===== src/rtl/load_store_unit.sv =====
// Load/store unit: bridges execute-stage load/store requests to a word-organised
// data memory port, with lane alignment, load extension, and error/timeout reporting.
module load_store_unit #(
    parameter int TIMEOUT = 16
) (
    input  logic        clk,
    input  logic        rst_n,
    input  logic        req_valid,
    output logic        req_ready,
    input  logic        req_we,
    input  logic [2:0]  req_funct3,
    input  logic [31:0] req_addr,
    input  logic [31:0] req_wdata,
    output logic        rsp_valid,
    output logic [31:0] rsp_rdata,
    output logic        rsp_err,
    output logic        busy,
    output logic        mem_req,
    output logic        mem_we,
    output logic [31:0] mem_addr,
    output logic [31:0] mem_wdata,
    output logic [3:0]  mem_be,
    input  logic        mem_ack,
    input  logic [31:0] mem_rdata
);

    typedef enum logic [1:0] {IDLE, BUS, RESP} state_t;

    typedef enum logic [2:0] {
        F_B  = 3'b000,
        F_H  = 3'b001,
        F_W  = 3'b010,
        F_BU = 3'b100,
        F_HU = 3'b101
    } funct3_t;

    localparam int CW = (TIMEOUT > 2) ? $clog2(TIMEOUT) : 1;
    localparam logic [CW-1:0] CNT_LAST = CW'(TIMEOUT - 1);

    state_t        state;
    logic [CW-1:0] wait_cnt;
    logic          we_q;
    logic [2:0]    funct3_q;
    logic [1:0]    off_q;

    logic          legal;
    logic [31:0]   st_wdata;
    logic [3:0]    st_be;
    logic [7:0]    ld_byte;
    logic [15:0]   ld_half;
    logic [31:0]   ld_data;

    assign req_ready = (state == IDLE);
    assign busy      = (state != IDLE);

    // Legality of the presented access, decided from the live request fields.
    // NOTE: every combinational output gets a default first so no latch is inferred.
    always_comb begin
        legal = 1'b0;
        case (req_funct3)
            F_B:     legal = 1'b1;
            F_H:     legal = ~req_addr[0];
            F_W:     legal = (req_addr[1:0] == 2'b00);
            F_BU:    legal = ~req_we;
            F_HU:    legal = ~req_we & ~req_addr[0];
            default: legal = 1'b0;
        endcase
    end

    always_comb begin
        st_wdata = 32'h0;
        st_be    = 4'b1111;
        if (req_we) begin
            case (req_funct3[1:0])
                2'b00: begin
                    st_wdata = {4{req_wdata[7:0]}};
                    st_be    = 4'b0001 << req_addr[1:0];
                end
                2'b01: begin
                    st_wdata = {2{req_wdata[15:0]}};
                    st_be    = req_addr[1] ? 4'b1100 : 4'b0011;
                end
                default: begin
                    st_wdata = req_wdata;
                    st_be    = 4'b1111;
                end
            endcase
        end
    end

    // Lane select and extension of the returning word, using the captured request.
    always_comb begin
        ld_byte = mem_rdata[{off_q, 3'b000} +: 8];
        ld_half = mem_rdata[{off_q[1], 4'b0000} +: 16];
        case (funct3_q)
            F_B:     ld_data = {{24{ld_byte[7]}}, ld_byte};
            F_H:     ld_data = {{16{ld_half[15]}}, ld_half};
            F_BU:    ld_data = {24'h0, ld_byte};
            F_HU:    ld_data = {16'h0, ld_half};
            default: ld_data = mem_rdata;
        endcase
    end

    // NOTE: sequential state uses non-blocking assignments only.
    always_ff @(posedge clk or negedge rst_n) begin
        if (!rst_n) begin
            state     <= IDLE;
            wait_cnt  <= '0;
            we_q      <= 1'b0;
            funct3_q  <= 3'b000;
            off_q     <= 2'b00;
            rsp_valid <= 1'b0;
            rsp_rdata <= 32'h0;
            rsp_err   <= 1'b0;
            mem_req   <= 1'b0;
            mem_we    <= 1'b0;
            mem_addr  <= 32'h0;
            mem_wdata <= 32'h0;
            mem_be    <= 4'b0000;
        end else begin
            case (state)
                IDLE: begin
                    if (req_valid) begin
                        we_q      <= req_we;
                        funct3_q  <= req_funct3;
                        off_q     <= req_addr[1:0];
                        mem_we    <= req_we;
                        mem_addr  <= {req_addr[31:2], 2'b00};
                        mem_wdata <= st_wdata;
                        mem_be    <= st_be;
                        wait_cnt  <= '0;
                        if (legal) begin
                            state   <= BUS;
                            mem_req <= 1'b1;
                        end else begin
                            state     <= RESP;
                            rsp_valid <= 1'b1;
                            rsp_err   <= 1'b1;
                            rsp_rdata <= 32'h0;
                        end
                    end
                end
                BUS: begin
                    // An ack arriving on the final wait cycle still completes normally.
                    if (mem_ack) begin
                        state     <= RESP;
                        mem_req   <= 1'b0;
                        rsp_valid <= 1'b1;
                        rsp_err   <= 1'b0;
                        rsp_rdata <= we_q ? 32'h0 : ld_data;
                    end else if (wait_cnt == CNT_LAST) begin
                        state     <= RESP;
                        mem_req   <= 1'b0;
                        rsp_valid <= 1'b1;
                        rsp_err   <= 1'b1;
                        rsp_rdata <= 32'h0;
                    end else begin
                        wait_cnt <= wait_cnt + 1'b1;
                    end
                end
                RESP: begin
                    state     <= IDLE;
                    rsp_valid <= 1'b0;
                    rsp_err   <= 1'b0;
                    rsp_rdata <= 32'h0;
                end
                default: begin
                    state   <= IDLE;
                    mem_req <= 1'b0;
                end
            endcase
        end
    end

endmodule


===== config.mk =====
export PLATFORM = sky130hd
export DESIGN_NAME = load_store_unit
export DESIGN_NICKNAME = d
export VERILOG_FILES = /design/src/rtl/load_store_unit.sv
export SDC_FILE = /design/constraint.sdc
export NUM_CORES = 1
export LEC_CHECK = 0
export ABC_AREA = 1
export CAP_MARGIN = 20
export CELL_PAD_IN_SITES_DETAIL_PLACEMENT = 1
export CELL_PAD_IN_SITES_GLOBAL_PLACEMENT = 1
export CORE_MARGIN = 5
export CORE_UTILIZATION = 28
export DETAILED_ROUTE_END_ITERATION = 10
export GPL_TIMING_DRIVEN = 1
export PLACE_DENSITY = 0.81
export SYNTH_ARGS = -nofsm -noshare
export SYNTH_HDL_FRONTEND = slang
export SYNTH_SLANG_ARGS = --single-unit

===== constraint.sdc =====
create_clock -name clk -period 1.63 [get_ports clk]
set_clock_uncertainty 0.2 [all_clocks]
set_input_delay 0.489 -clock clk [delete_from_list [all_inputs] [get_ports clk]]
set_output_delay 0.489 -clock clk [all_outputs]
set_load 0.05 [all_outputs]

==> flow_summary.json <==
{
  "grt_setup_unrepaired": "true",
  "firstDrtPassIters": 4,
  "grtUsageTotal_pct": 22.08,
  "dp_hpwl_um": 16430,
  "max_freq_mhz": 524.7,
  "path_class": "register to primary output",
  "syn2layout_area_growth_pct": 106.0,
  "violations": "negative setup slack",
  "hold_start": "req_addr[0]",
  "synth-seq-cells": 113,
  "cts.root.buffer_cell": "clkbuf_16",
  "slowest_delay_ns": 0.44,
  "reg2reg_depth": 8,
  "hold_viol": 0,
  "hold_path_depth": 4,
  "finalCriticalPeriod_ns": 1.906,
  "dieArea_sq_um": 22370,
  "synth_xor_area_share_pct": 0,
  "synthSimpleGateAreaFrac_pct": 30.24,
  "cp-startpoint": "state[0]$_DFFE_PN0P_",
  "multi_input_area_sq_um": 2615,
  "drt-wirelength-per-cell_um": 19.54,
  "cap_violations": 0,
  "cp_max_fo": 3,
  "viasPerCell": 4.754,
  "synth_compound_area_share_pct": 9.844,
  "ys_types": 32,
  "power.density_nw_per_um2": 2050,
  "power_leakage_uw": 0.005496,
  "synthFlopType": "dfrtp_1",
  "drc": 0,
  "drtIter0Drc": 269,
  "yosys-top-cells-area": "dfrtp_1 (52%), nand2_1 (19%), o21ai_0 (4.6%), inv_1 (3.8%), a21oi_1 (3.4%)",
  "critPathArrivalTime_ns": 1.22,
  "cts_buffer_depth": 2,
  "report.final.setup_viol": 148,
  "seq_area_sq_um": 2844,
  "grt_pass1_wl_um": 38210,
  "die_h_um": 149.6,
  "place_area_sq_um": 9318,
  "post-route-period-util_pct": 116.9,
  "port_buffers": 207,
  "fillers": 2107,
  "antenna_cells": 0,
  "start_util_pct": 28.20,
  "pin_count": 210,
  "vias": 6242,
  "ir_drop_mv": 1.283,
  "worst_ep_required_time_ns": 0.94,
  "grt_pass1_vias": 7119,
  "synthAdderAreaFrac_pct": 0.2295,
  "drive_gt1_share_pct": 37.98,
  "async_flop_share_pct": 100.0,
  "yosys.area.top_type_share_pct": 51.86,
  "cp_slowest_cell": "dfrtp_2",
  "worst_slack_ns": -0.2760,
  "clock-sinks": 113,
  "syn_area_per_cell_sq_um": 7.868,
  "gp_congestion": 0.8493,
  "worstPathCellList": "nor2_4 > buf_6 > buf_12",
  "grt_antenna_before_repair": 3,
  "cts_inserted_buffers": 17,
  "hold_ws_ns": 0.2964,
  "wirelength_um": 25650,
  "cts_tree": "built",
  "synth_mux_area_share_pct": 0,
  "hp-class": "input port to register",
  "final_area_sq_um": 11230,
  "path_clk_slew_ns": 0.06,
  "syn-cell-area_sq_um": 5453,
  "synth_top_family_by_area": "simple AND/OR/NAND/NOR gates",
  "critPathCaptureType": "primary output",
  "yosys_warnings": 0,
  "h-tree-depth": 4,
  "nets": 1140,
  "status": "complete, but fails checks",
  "rows": 51,
  "syn_inst": 693,
  "synth_edf_count": 0,
  "final_antenna_net_count": 0,
  "reg2reg_from": "state[1]$_DFFE_PN0P_",
  "core_sq_um": 19330,
  "critPathLaunchType": "register",
  "clkLatencyLatePin_ns": 0.41,
  "globalRoute.totalOverflow": 0,
  "drv_slew": 0,
  "die_w_um": 149.6,
  "yosysTopAreaCell": "dfrtp_1",
  "place_inst": 1198,
  "ys_seq_area_share_pct": 51.86,
  "grt_max_degree": 34,
  "synth_common_cells": "nand2_1 (277), dfrtp_1 (113), inv_1 (55)",
  "finalNonFillerCells": 1313,
  "yosysMostFrequentCell": "nand2_1"
}
## final timing paths
kind	slack (ns)	end
max	-0.28	req_ready
min	0.30	mem_be[2]$_DFFE_PN0P_
max reg2reg	-0.22	rsp_rdata[0]$_DFFE_PN0P_
min reg2reg	0.34	mem_addr[2]$_DFFE_PN0P_
max in group asynchronous	0.39	rsp_rdata[16]$_DFFE_PN0P_
min in group asynchronous	0.35	rsp_rdata[4]$_DFFE_PN0P_
## area by class of cell
| class | count | area share (%) |
|---|---|---|
| clock buffers | 23 | 4.167 |
| clock inverters | 9 | 1.593 |
| inverters | 61 | 2.206 |
| multi-input cells | 490 | 23.28 |
| flip-flops and latches | 113 | 25.32 |
| well taps | 265 | 2.952 |
| repair buffers | 352 | 40.47 |
## cells in the final DEF, fill, tap and decap left out, drive strengths merged
cell	count
nor2	48
o211ai	8
dfrtp	113
a31oi	1
dlygate4sd3	1
clkbuf	24
nand3	27
o21ai	54
buf	248
nand4	15
dlymetal6s2s	3
bufinv	5
o22ai	1
nor3	1
clkdlybuf4s50	96
nand2	290
conb	2
a21oi	38
dlygate4sd2	3
clkinvlp	3
or2	2
ha	1
inv	59
nand3b	1
clkinv	3
and2	1
## where the power goes
part	total, uW	switching (uW)	internal (uW)
clock network	4150	1350	2800
logic	13900	7370	6490
registers	5020	1200	3820
total	23000	9920	13100
## flip-flops by register name (all words and copies together), names as in the netlist, 2 cells and up
register and cells:
wait_cnt 4, mem_addr 30, mem_wdata 32, funct3_q 3
state 2, mem_be 4, rsp_rdata 32, off_q 2
## per-stage QoR
stage / utilization [%] / setup TNS (ns) / total power, uW / setup slack [ns]
2_1_floorplan: - / -2.555 / 10340 / -0.05029
3_3_place_gp: 48.19 / -47.13 / 16380 / -0.6103
3_5_place_dp: 48.19 / -50.26 / 16660 / -0.6517
4_1_cts: 55.98 / -12.65 / 22240 / -0.2926
5_1_grt: 58.09 / -18.24 / 24020 / -0.3213
6_report: 58.09 / -10.39 / 23020 / -0.2760
## metal layers
| metal | up-vias | routed length [um] | track usage, % |
|---|---|---|---|
| li1 | 2868 | - | - |
| met1 | 3075 | 9119 | 23.31 |
| met2 | 231 | 13660 | 39.77 |
| met3 | 62 | 2133 | 8.843 |
| met4 | 6 | 703 | 7.780 |
| met5 | - | 34 | 0 |
## what timing repair did
item	4_1_cts	5_1_grt
pin swaps	61	21
setup buffers	56	23
hold endpoints to repair	12	0
resized for setup	85	64
endpoints found under the setup margin	158	195
hold buffers	1	0
gates cloned	5	2
## critical path: cells and delay by family (launching register included)
family / cells / cell delay (ns)
DFF: 1 / 0.44
and+or+nand+nor: 1 / 0.13
buffers and inverters: 2 / 0.23
## cell families (layout without fill, tap and decap cells)
group           Yosys count  after routing
compound gates          102            102
flops                   113            113
other cells               1              2
simple gates            384            385
fa+ha+maj                 1              1
buf+inv                  92            445
Note: power is estimated with default switching activity, not from simulation.
